--- src/rtl/mem_arbiter_pkg.sv ---
// memarb_pkg: shared types and constants for the memory arbiter.
//   state_t     - arbiter FSM encoding (IDLE, ACCESS, DONE)
//   ADDR_W_DEF  - default address width
//   DATA_W_DEF  - default data width
//   RW_READ / RW_WRITE - direction encoding on req_rw and m_rw
//   CNT_W       - wait counter width (WAIT_CYCLES up to 15)
//   STAT_W      - width of each per-requester completion counter
package memarb_pkg;

  typedef enum logic [1:0] {
    IDLE   = 2'd0,
    ACCESS = 2'd1,
    DONE   = 2'd2
  } state_t;

  localparam int ADDR_W_DEF = 32;
  localparam int DATA_W_DEF = 32;

  localparam logic RW_READ  = 1'b1;
  localparam logic RW_WRITE = 1'b0;

  localparam int CNT_W  = 4;
  localparam int STAT_W = 16;

endpackage

--- src/rtl/mem_arbiter_rr_pick.sv ---
// rr_pick: combinational round-robin picker.
// Searches req starting one past last_owner, wrapping modulo NREQ, and
// reports the first set bit.
//   req        in  NREQ   request levels
//   last_owner in  IDX_W  index of the most recent owner
//   valid      out 1      at least one request is pending
//   winner     out IDX_W  chosen requester (0 when valid=0)
module rr_pick
  import memarb_pkg::*;
#(
  parameter int NREQ  = 2,
  parameter int IDX_W = $clog2(NREQ)
) (
  input  logic [NREQ-1:0]  req,
  input  logic [IDX_W-1:0] last_owner,
  output logic             valid,
  output logic [IDX_W-1:0] winner
);

  logic [IDX_W-1:0] idx;

  always_comb begin
    valid  = 1'b0;
    winner = '0;
    idx    = '0;
    // k = NREQ revisits last_owner itself, so a lone repeat requester still wins
    for (int k = 1; k <= NREQ; k++) begin
      idx = IDX_W'((int'(last_owner) + k) % NREQ);
      if (!valid && req[idx]) begin
        valid  = 1'b1;
        winner = idx;
      end
    end
  end

endmodule

--- src/rtl/mem_arbiter.sv ---
// mem_arbiter: round-robin arbiter sharing one word-wide memory between
// NREQ requesters. Each grant performs one read or write, holding m_en for
// WAIT_CYCLES clocks, then pulses done to the owner. All outputs registered.
//
// Ports:
//   clock, reset        system clock, synchronous active-high reset
//   req, req_rw         per-requester request level / direction (1=read)
//   req_addr, req_wdata flat per-requester address / write data
//   gnt, done           one-hot grant (ACCESS phase) / one-clock completion
//   rdata               last word read
//   m_en, m_rw, m_abus, m_wdata, m_rdata   memory bus
//   grant_cnt           per-requester completion counts (MEMARB_STATS_EN only)
//
// Optional build macro: MEMARB_STATS_EN adds grant_cnt and its counters.
//
// state  | meaning
// IDLE   | waiting for a request; picks a winner and drives the bus
// ACCESS | bus held for WAIT_CYCLES clocks; read data captured at the end
// DONE   | done pulse visible; bus direction returns to read
module mem_arbiter
  import memarb_pkg::*;
#(
  parameter int NREQ        = 2,
  parameter int WAIT_CYCLES = 1,
  parameter int ADDR_W      = ADDR_W_DEF,
  parameter int DATA_W      = DATA_W_DEF
) (
  input  logic                   clock,
  input  logic                   reset,
  input  logic [NREQ-1:0]        req,
  input  logic [NREQ-1:0]        req_rw,
  input  logic [NREQ*ADDR_W-1:0] req_addr,
  input  logic [NREQ*DATA_W-1:0] req_wdata,
  output logic [NREQ-1:0]        gnt,
  output logic [NREQ-1:0]        done,
  output logic [DATA_W-1:0]      rdata,
  output logic                   m_en,
  output logic                   m_rw,
  output logic [ADDR_W-1:0]      m_abus,
  output logic [DATA_W-1:0]      m_wdata,
  input  logic [DATA_W-1:0]      m_rdata
`ifdef MEMARB_STATS_EN
  ,
  output logic [NREQ*STAT_W-1:0] grant_cnt
`endif
);

  localparam int IDX_W = $clog2(NREQ);

  state_t              state_q, state_d;
  logic [CNT_W-1:0]    cnt_q, cnt_d;
  logic [IDX_W-1:0]    owner_q, owner_d;
  logic [IDX_W-1:0]    last_q, last_d;
  logic [NREQ-1:0]     gnt_q, gnt_d;
  logic [NREQ-1:0]     done_q, done_d;
  logic [DATA_W-1:0]   rdata_q, rdata_d;
  logic                m_en_q, m_en_d;
  logic                m_rw_q, m_rw_d;
  logic [ADDR_W-1:0]   m_abus_q, m_abus_d;
  logic [DATA_W-1:0]   m_wdata_q, m_wdata_d;

  logic                pick_valid;
  logic [IDX_W-1:0]    pick_idx;
  logic                sel_rw;
  logic [ADDR_W-1:0]   sel_addr;
  logic [DATA_W-1:0]   sel_wdata;

  rr_pick #(
    .NREQ  (NREQ),
    .IDX_W (IDX_W)
  ) u_pick (
    .req        (req),
    .last_owner (last_q),
    .valid      (pick_valid),
    .winner     (pick_idx)
  );

  always_comb begin
    sel_rw    = RW_READ;
    sel_addr  = '0;
    sel_wdata = '0;
    for (int i = 0; i < NREQ; i++) begin
      if (pick_idx == IDX_W'(i)) begin
        sel_rw    = req_rw[i];
        sel_addr  = req_addr[i*ADDR_W +: ADDR_W];
        sel_wdata = req_wdata[i*DATA_W +: DATA_W];
      end
    end
  end

  always_ff @(posedge clock) begin
    if (reset) begin
      state_q   <= IDLE;
      cnt_q     <= '0;
      owner_q   <= '0;
      // pointing at the last requester makes requester 0 the first winner
      last_q    <= IDX_W'(NREQ - 1);
      gnt_q     <= '0;
      done_q    <= '0;
      rdata_q   <= '0;
      m_en_q    <= 1'b0;
      m_rw_q    <= RW_READ;
      m_abus_q  <= '0;
      m_wdata_q <= '0;
    end else begin
      state_q   <= state_d;
      cnt_q     <= cnt_d;
      owner_q   <= owner_d;
      last_q    <= last_d;
      gnt_q     <= gnt_d;
      done_q    <= done_d;
      rdata_q   <= rdata_d;
      m_en_q    <= m_en_d;
      m_rw_q    <= m_rw_d;
      m_abus_q  <= m_abus_d;
      m_wdata_q <= m_wdata_d;
    end
  end

  always_comb begin
    state_d   = state_q;
    cnt_d     = cnt_q;
    owner_d   = owner_q;
    last_d    = last_q;
    gnt_d     = gnt_q;
    done_d    = '0;
    rdata_d   = rdata_q;
    m_en_d    = m_en_q;
    m_rw_d    = m_rw_q;
    m_abus_d  = m_abus_q;
    m_wdata_d = m_wdata_q;
    unique case (state_q)
      IDLE: begin
        if (pick_valid) begin
          owner_d   = pick_idx;
          gnt_d     = NREQ'(1) << pick_idx;
          m_en_d    = 1'b1;
          m_rw_d    = sel_rw;
          m_abus_d  = sel_addr;
          m_wdata_d = (sel_rw == RW_READ) ? '0 : sel_wdata;
          cnt_d     = CNT_W'(WAIT_CYCLES - 1);
          state_d   = ACCESS;
        end
      end
      ACCESS: begin
        if (cnt_q == '0) begin
          if (m_rw_q == RW_READ) begin
            rdata_d = m_rdata;
          end
          m_en_d  = 1'b0;
          gnt_d   = '0;
          done_d  = NREQ'(1) << owner_q;
          last_d  = owner_q;
          state_d = DONE;
        end else begin
          cnt_d = cnt_q - CNT_W'(1);
        end
      end
      DONE: begin
        // m_abus intentionally holds the last address
        m_rw_d    = RW_READ;
        m_wdata_d = '0;
        state_d   = IDLE;
      end
      default: state_d = IDLE;
    endcase
  end

  assign gnt     = gnt_q;
  assign done    = done_q;
  assign rdata   = rdata_q;
  assign m_en    = m_en_q;
  assign m_rw    = m_rw_q;
  assign m_abus  = m_abus_q;
  assign m_wdata = m_wdata_q;

`ifdef MEMARB_STATS_EN
  logic [NREQ*STAT_W-1:0] stats_q;

  always_ff @(posedge clock) begin
    if (reset) begin
      stats_q <= '0;
    end else begin
      for (int i = 0; i < NREQ; i++) begin
        if (done_q[i] && (stats_q[i*STAT_W +: STAT_W] != {STAT_W{1'b1}})) begin
          stats_q[i*STAT_W +: STAT_W] <= stats_q[i*STAT_W +: STAT_W] + STAT_W'(1);
        end
      end
    end
  end

  assign grant_cnt = stats_q;
`endif

endmodule

--- config.mk ---
export PLATFORM = sky130hd
export DESIGN_NAME = mem_arbiter
export DESIGN_NICKNAME = d
export VERILOG_FILES = /design/src/rtl/mem_arbiter_pkg.sv /design/src/rtl/mem_arbiter_rr_pick.sv /design/src/rtl/mem_arbiter.sv
export SDC_FILE = /design/constraint.sdc
export NUM_CORES = 1
export LEC_CHECK = 0
export ABC_AREA = 1
export BUFFER_PORTS_ARGS = -buffer_cell sky130_fd_sc_hd__buf_2
export CAP_MARGIN = 20
export CELL_PAD_IN_SITES_DETAIL_PLACEMENT = 1
export CELL_PAD_IN_SITES_GLOBAL_PLACEMENT = 1
export CORE_MARGIN = 5
export CORE_UTILIZATION = 32
export CTS_BUF_LIST = sky130_fd_sc_hd__clkbuf_8 sky130_fd_sc_hd__clkbuf_16
export DETAILED_ROUTE_END_ITERATION = 16
export PLACE_DENSITY = 0.84
export RECOVER_POWER = 25
export SLEW_MARGIN = 20
export SYNTH_ARGS = -nofsm -noshare
export SYNTH_HDL_FRONTEND = slang
export SYNTH_SLANG_ARGS = --single-unit
--- constraint.sdc ---
create_clock -name clock -period 2.83 [get_ports clock]
set_clock_uncertainty 0.05 [all_clocks]
set_input_delay 0.566 -clock clock [delete_from_list [all_inputs] [get_ports clock]]
set_output_delay 0.566 -clock clock [all_outputs]
set_load 0.01 [all_outputs]
# Word level (Yosys, flattened, before mapping)

Cells that the tools add are included.

$mul: 0
Bitwise logic cells: 2
Reductions and logical operators: 14
Add/sub/neg operators: 3
Div/mod/pow operators: 0
$lt $le $gt $ge: 2
Eq/ne operators: 5
Shifts and indexed selects: 2
Muxes and demuxes: 28

Operator list:

| kind                                                        | number |
|---|---|
| two-way mux 32 bit                                          | 4 |
| case mux 32 bit (2 select lines)                            | 1 |
| two-way mux 1 bit                                           | 12 |
| AND reduction 3 bit                                         | 3 |
| two-way mux 2 bit                                           | 4 |
| two-way mux 4 bit                                           | 2 |
| case mux 2 bit (2 select lines)                             | 2 |
| case mux 4 bit (2 select lines)                             | 1 |
| AND reduction 2 bit                                         | 4 |
| != test 2 bit (second input constant)                       | 3 |
| zero test 4 bit                                             | 1 |
| less-than comparator 1 x 2 -> 1 bit (second input constant) | 2 |
| case mux 1 bit (2 select lines)                             | 2 |
| nonzero test 2 bit                                          | 2 |
| << shifter 1 x 1 -> 2 bit (first input constant)            | 2 |
| subtractor 4 x 1 -> 4 bit (second input constant)           | 1 |
| OR reduction 3 bit                                          | 1 |
| adder 1 bit (second input constant)                         | 2 |
| equality test 2 x 1 -> 1 bit (second input constant)        | 1 |
| equality test 2 bit (second input constant)                 | 1 |
| zero test 2 bit                                             | 1 |
| NOT 1 bit                                                   | 2 |
| logical AND 1 bit                                           | 1 |
| zero test 1 bit                                             | 1 |

Latch bits: 0
Bits of input ports: 166
Flip-flop bits (word level): 110
Memory bits (writable): 0
Logic and storage cells: 67
Memories: 0
ROM bits: 0
Output and inout port bits: 102

# Logic depth before layout (Yosys ltp)

Depth after elaboration: 11
Mapped depth: 10

# By module

Synthesis repeated with hierarchy kept, for this count alone.

Cell total of the unflattened synthesis: 641
Area total of the unflattened synthesis: 4692.0 sq um

Modules (own cells, without submodules):

| module      | instances | area an instance (sq um) | cells an instance |
|---|---|---|---|
| mem_arbiter | 1         | 4677.0                   | 638 |
| rr_pick     | 1         | 15.0                     | 3 |

# Least setup slack after synthesis

No wires, ideal clock.

Path type: input port to flip-flop
From: input reset
To: register cnt_q[1]
Library setup time: 0.129 ns
Stages: 7
Slack: 1.285 ns
Required time: 2.651 ns
Path buffers: 2
Data arrival time: 1.367 ns
Cells stage by stage: buf_2 -> clkinv_1 -> nand2_1 -> inv_1 -> buf_2 -> nand3_1 -> o31ai_1

RTL lines:

| item                 | line               | source |
|---|---|---|
| start, declared      | mem_arbiter.sv:29  | `input logic reset,` |
| end signal, assigned | mem_arbiter.sv:107 | `cnt_q <= cnt_d;` |
| end, declared        | mem_arbiter.sv:51  | `logic [CNT_W-1:0] cnt_q, cnt_d;` |

# Worst setup path after layout

From: register cnt_q[0]
To: register rdata_q[16], in the netlist rdata[16]

Word-level cells in the longest chain between the ends: 2

Ends and longest elaborated chain:

| item                          | line               | source |
|---|---|---|
| zero test 4 bit               | mem_arbiter.sv:146 | `if (cnt_q == '0) begin` |
| AND reduction 3 bit (no line) | -                  |  |
| end signal, assigned          | mem_arbiter.sv:112 | `rdata_q <= rdata_d;` |
| end, declared                 | mem_arbiter.sv:56  | `logic [DATA_W-1:0] rdata_q, rdata_d;` |

No other way between the ends.
A chain may end at the register's enable or synchronous reset.

==> results.md <==
- FP Rows: 45
- Port bufs: 267
- Post-DRT Antenna Nets: 0
- Top FF cell, synth: dfxtp_1
- Critical Path RT: 3.06 ns
- # setup viols final: 0
- GRT Overall Usage: 18.8%
- Syn_area_per_cell: 6.74 µm²
- Peak VDD IR: 0.290 mV
- Routed wire per std cell: 15.1 µm
- Worst-margin pin slew: 1.06 ns
- Worst hold path class: reg -> reg
- Sequential area share after synthesis: 44.1%
- Count of cell types in the netlist: 22
- Critical-path top delay cell: inv_1
- Share of cells above drive strength 1: 25.8%
- Max-slew headroom: 29.5%
- Max Root-Sink Buffers: 2
- Cell accounting for the most synthesized area: dfxtp_1
- Synth Cell Area: 0.00499 mm²
- Vias post-DR: 5610
- Max Slew Vio Count: 0
- Initial detailed-routing violation count: 202
- Die height: 135 µm
- Fin. Hold Viols: 0
- CTS clk-pin slew, worst paths: 0.08 ns
- Met2 usage: 33.5%
- Die area: 0.0182 mm²
- Period utilisation layout: 67.7%
- WP data arrival: 2.15 ns
- Synth top cells by count: nor2_1, nand2_1, dfxtp_1
- DP Worst Slack: 0.594 ns
- Postcts setup bufs: 0
- Core ar.: 0.0153 mm²
- CP cell instances: inv_1 > ha_1 > nand4_2 > inv_1 > nor2_1 > nor2_1
- Slowest Stage Delay on Critical Path: 0.77 ns
- GP Congestion: 0.762
- Vias in the first global route: 5420
- Async SR Flop Fraction: 0%
- Met1 Resource Use GR: 21.5%
- Kind of critical path: reg -> reg
- PnR worst setup slack: 0.914 ns
- DR DRC count: 0
- Final Net Count: 1144
- First-pass GRT wire length: 27600 µm
- DIE WIDTH: 135 µm
- Setup TNS: 0 ns
- Initial antenna violation count: 2
- GRT Residual Overflow: 0
- PwrDens: 749 mW/mm²
- CTS buffer count: 9
- FMAX: 522 MHz
- Global routing usage on met3: 4.92%
- RSZ-0062 raised after global routing: no
- Register Area: 0.00220 mm²
- EDFF count, synth: 0
- Critical Path Fanout Max: 32
- Most frequent cell after synthesis: nor2_1
- Placed inst area: 0.00637 mm²
- Clock sink count: 110
- Syn Nets: 909
- Synth Register Bits: 110
- Largest net degree at the start of global routing: 65
- Synth top area cells: dfxtp_1, nor2_1, nand2_1
- Hold Buf Count CTS: 0
- Post-synth top area share: 44.1%
- CP endpoint kind: flop
- Max cap viols: 0
- Most used routing layer: met2
- Routed WL: 18100 µm
- Clock latency on the worst-skew pair: 0.35 ns
- H-tree Lvls: 3
- Outcome: completed
- Worst setup SP type: flop
- Post-CTS resize count: 0
- Starting Density: 32.7%
- Total power: 0.00499 W
- Hold slack final: 0.401 ns
- Multi-input gate area: 0.00233 mm²
- Post-route design area: 0.00666 mm²
- Vias per cell: 4.70
- CTS tree: built
- Synthesized instance count: 741
- CTS root buf: clkbuf_16
- Min Tclk post-route: 1.92 ns
- P&R area growth vs syn: 33.5%
- Ys Warns: 0
- DRT Pass-1 Iters: 4
- Post-detail-place hpwl: 13500 µm
- Leak: 3.24 nW
- Io pins: 268
- Fillers: 2116
[power breakdown]
group          leakage [nW]  switching [W]  internal [W]  total (W)
clock                 0.155       0.000594      0.000781    0.00138
sequential            0.902       0.000156       0.00184    0.00200
combinational          2.18        0.00106      0.000564    0.00162
total                  3.24        0.00181       0.00319    0.00499
[through the flow]
stage / cells / utilization (%)
6_report: 1194 / 43.7
3_3_place_gp: 1175 / 41.8
2_1_floorplan: 741 / -
3_5_place_dp: 1175 / 41.8
4_1_cts: 1191 / 43.9
5_1_grt: 1194 / 43.7
[cell usage in the layout (no fill, tap or decap), types with 3 or more instances in the layout]
master and instances:
buf_2 219, nor2_1 199, nand2_1 145, dfxtp_1 110
nand3_1 103, clkbuf_1 48, inv_1 40, o21ai_0 33
nand4_1 27, a21oi_1 15, clkbuf_16 9, buf_4 9
nor3_1 4, nand2_2 3
[flip-flops by register name, indices dropped and copies added, names as in the netlist]
name and cells:
rdata 32, done 2, gnt 2, owner_q 1, m_en 1, last_q 1
state_q 2, m_wdata 32, cnt_q 4, m_rw 1, m_abus 32
[area by class of cell]
type | instances | share of cell area (%)
Timing Repair Buffer | 278 | 20.8
Clock buffer | 9 | 3.38
Inverter | 41 | 2.31
Clock inverter | 7 | 1.48
Antenna cell | 2 | 0.0751
Sequential cell | 110 | 33.0
Multi-Input combinational cell | 536 | 35.0
Tap cell | 211 | 3.96
[cells by family (layout without fill, tap and decap cells)]
kind of cell	count (synthesis)	count (layout)	synth area share (%)
simple gates	484	484	40.9
flops	110	110	44.1
buf+inv	95	335	9.40
compound gates	50	50	5.14
fa+ha+maj	2	2	0.501
other cells	0	2	0
[metal layers]
| metal | wire length, µm | vias to the layer above |
|---|---|---|
| met1 | 7170 | 2567 |
| li1 | - | 2833 |
| met2 | 9010 | 184 |
| met3 | 1440 | 26 |
| met5 | 0 | - |
| met4 | 452 | 0 |
[worst max-delay path, delay by kind of cell, from the launching register on]
kind                       cells  cell delay, ns
adders and majority gates      1            0.21
buffers and inverters          2            0.86
DFF                            1            0.32
and+or+nand+nor                3            0.40
[worst paths after layout]
kind | from | end | slack [ns] | cells past startpoint
setup / recovery | cnt_q[0] | rdata[16] | 0.91 | 6
hold / removal | owner_q | done[0] | 0.40 | 1
setup reg to reg | cnt_q[0] | rdata[16] | 0.91 | 6
hold reg to reg | owner_q | done[0] | 0.40 | 1
No activity file was read; power rests on OpenSTA's default activity.
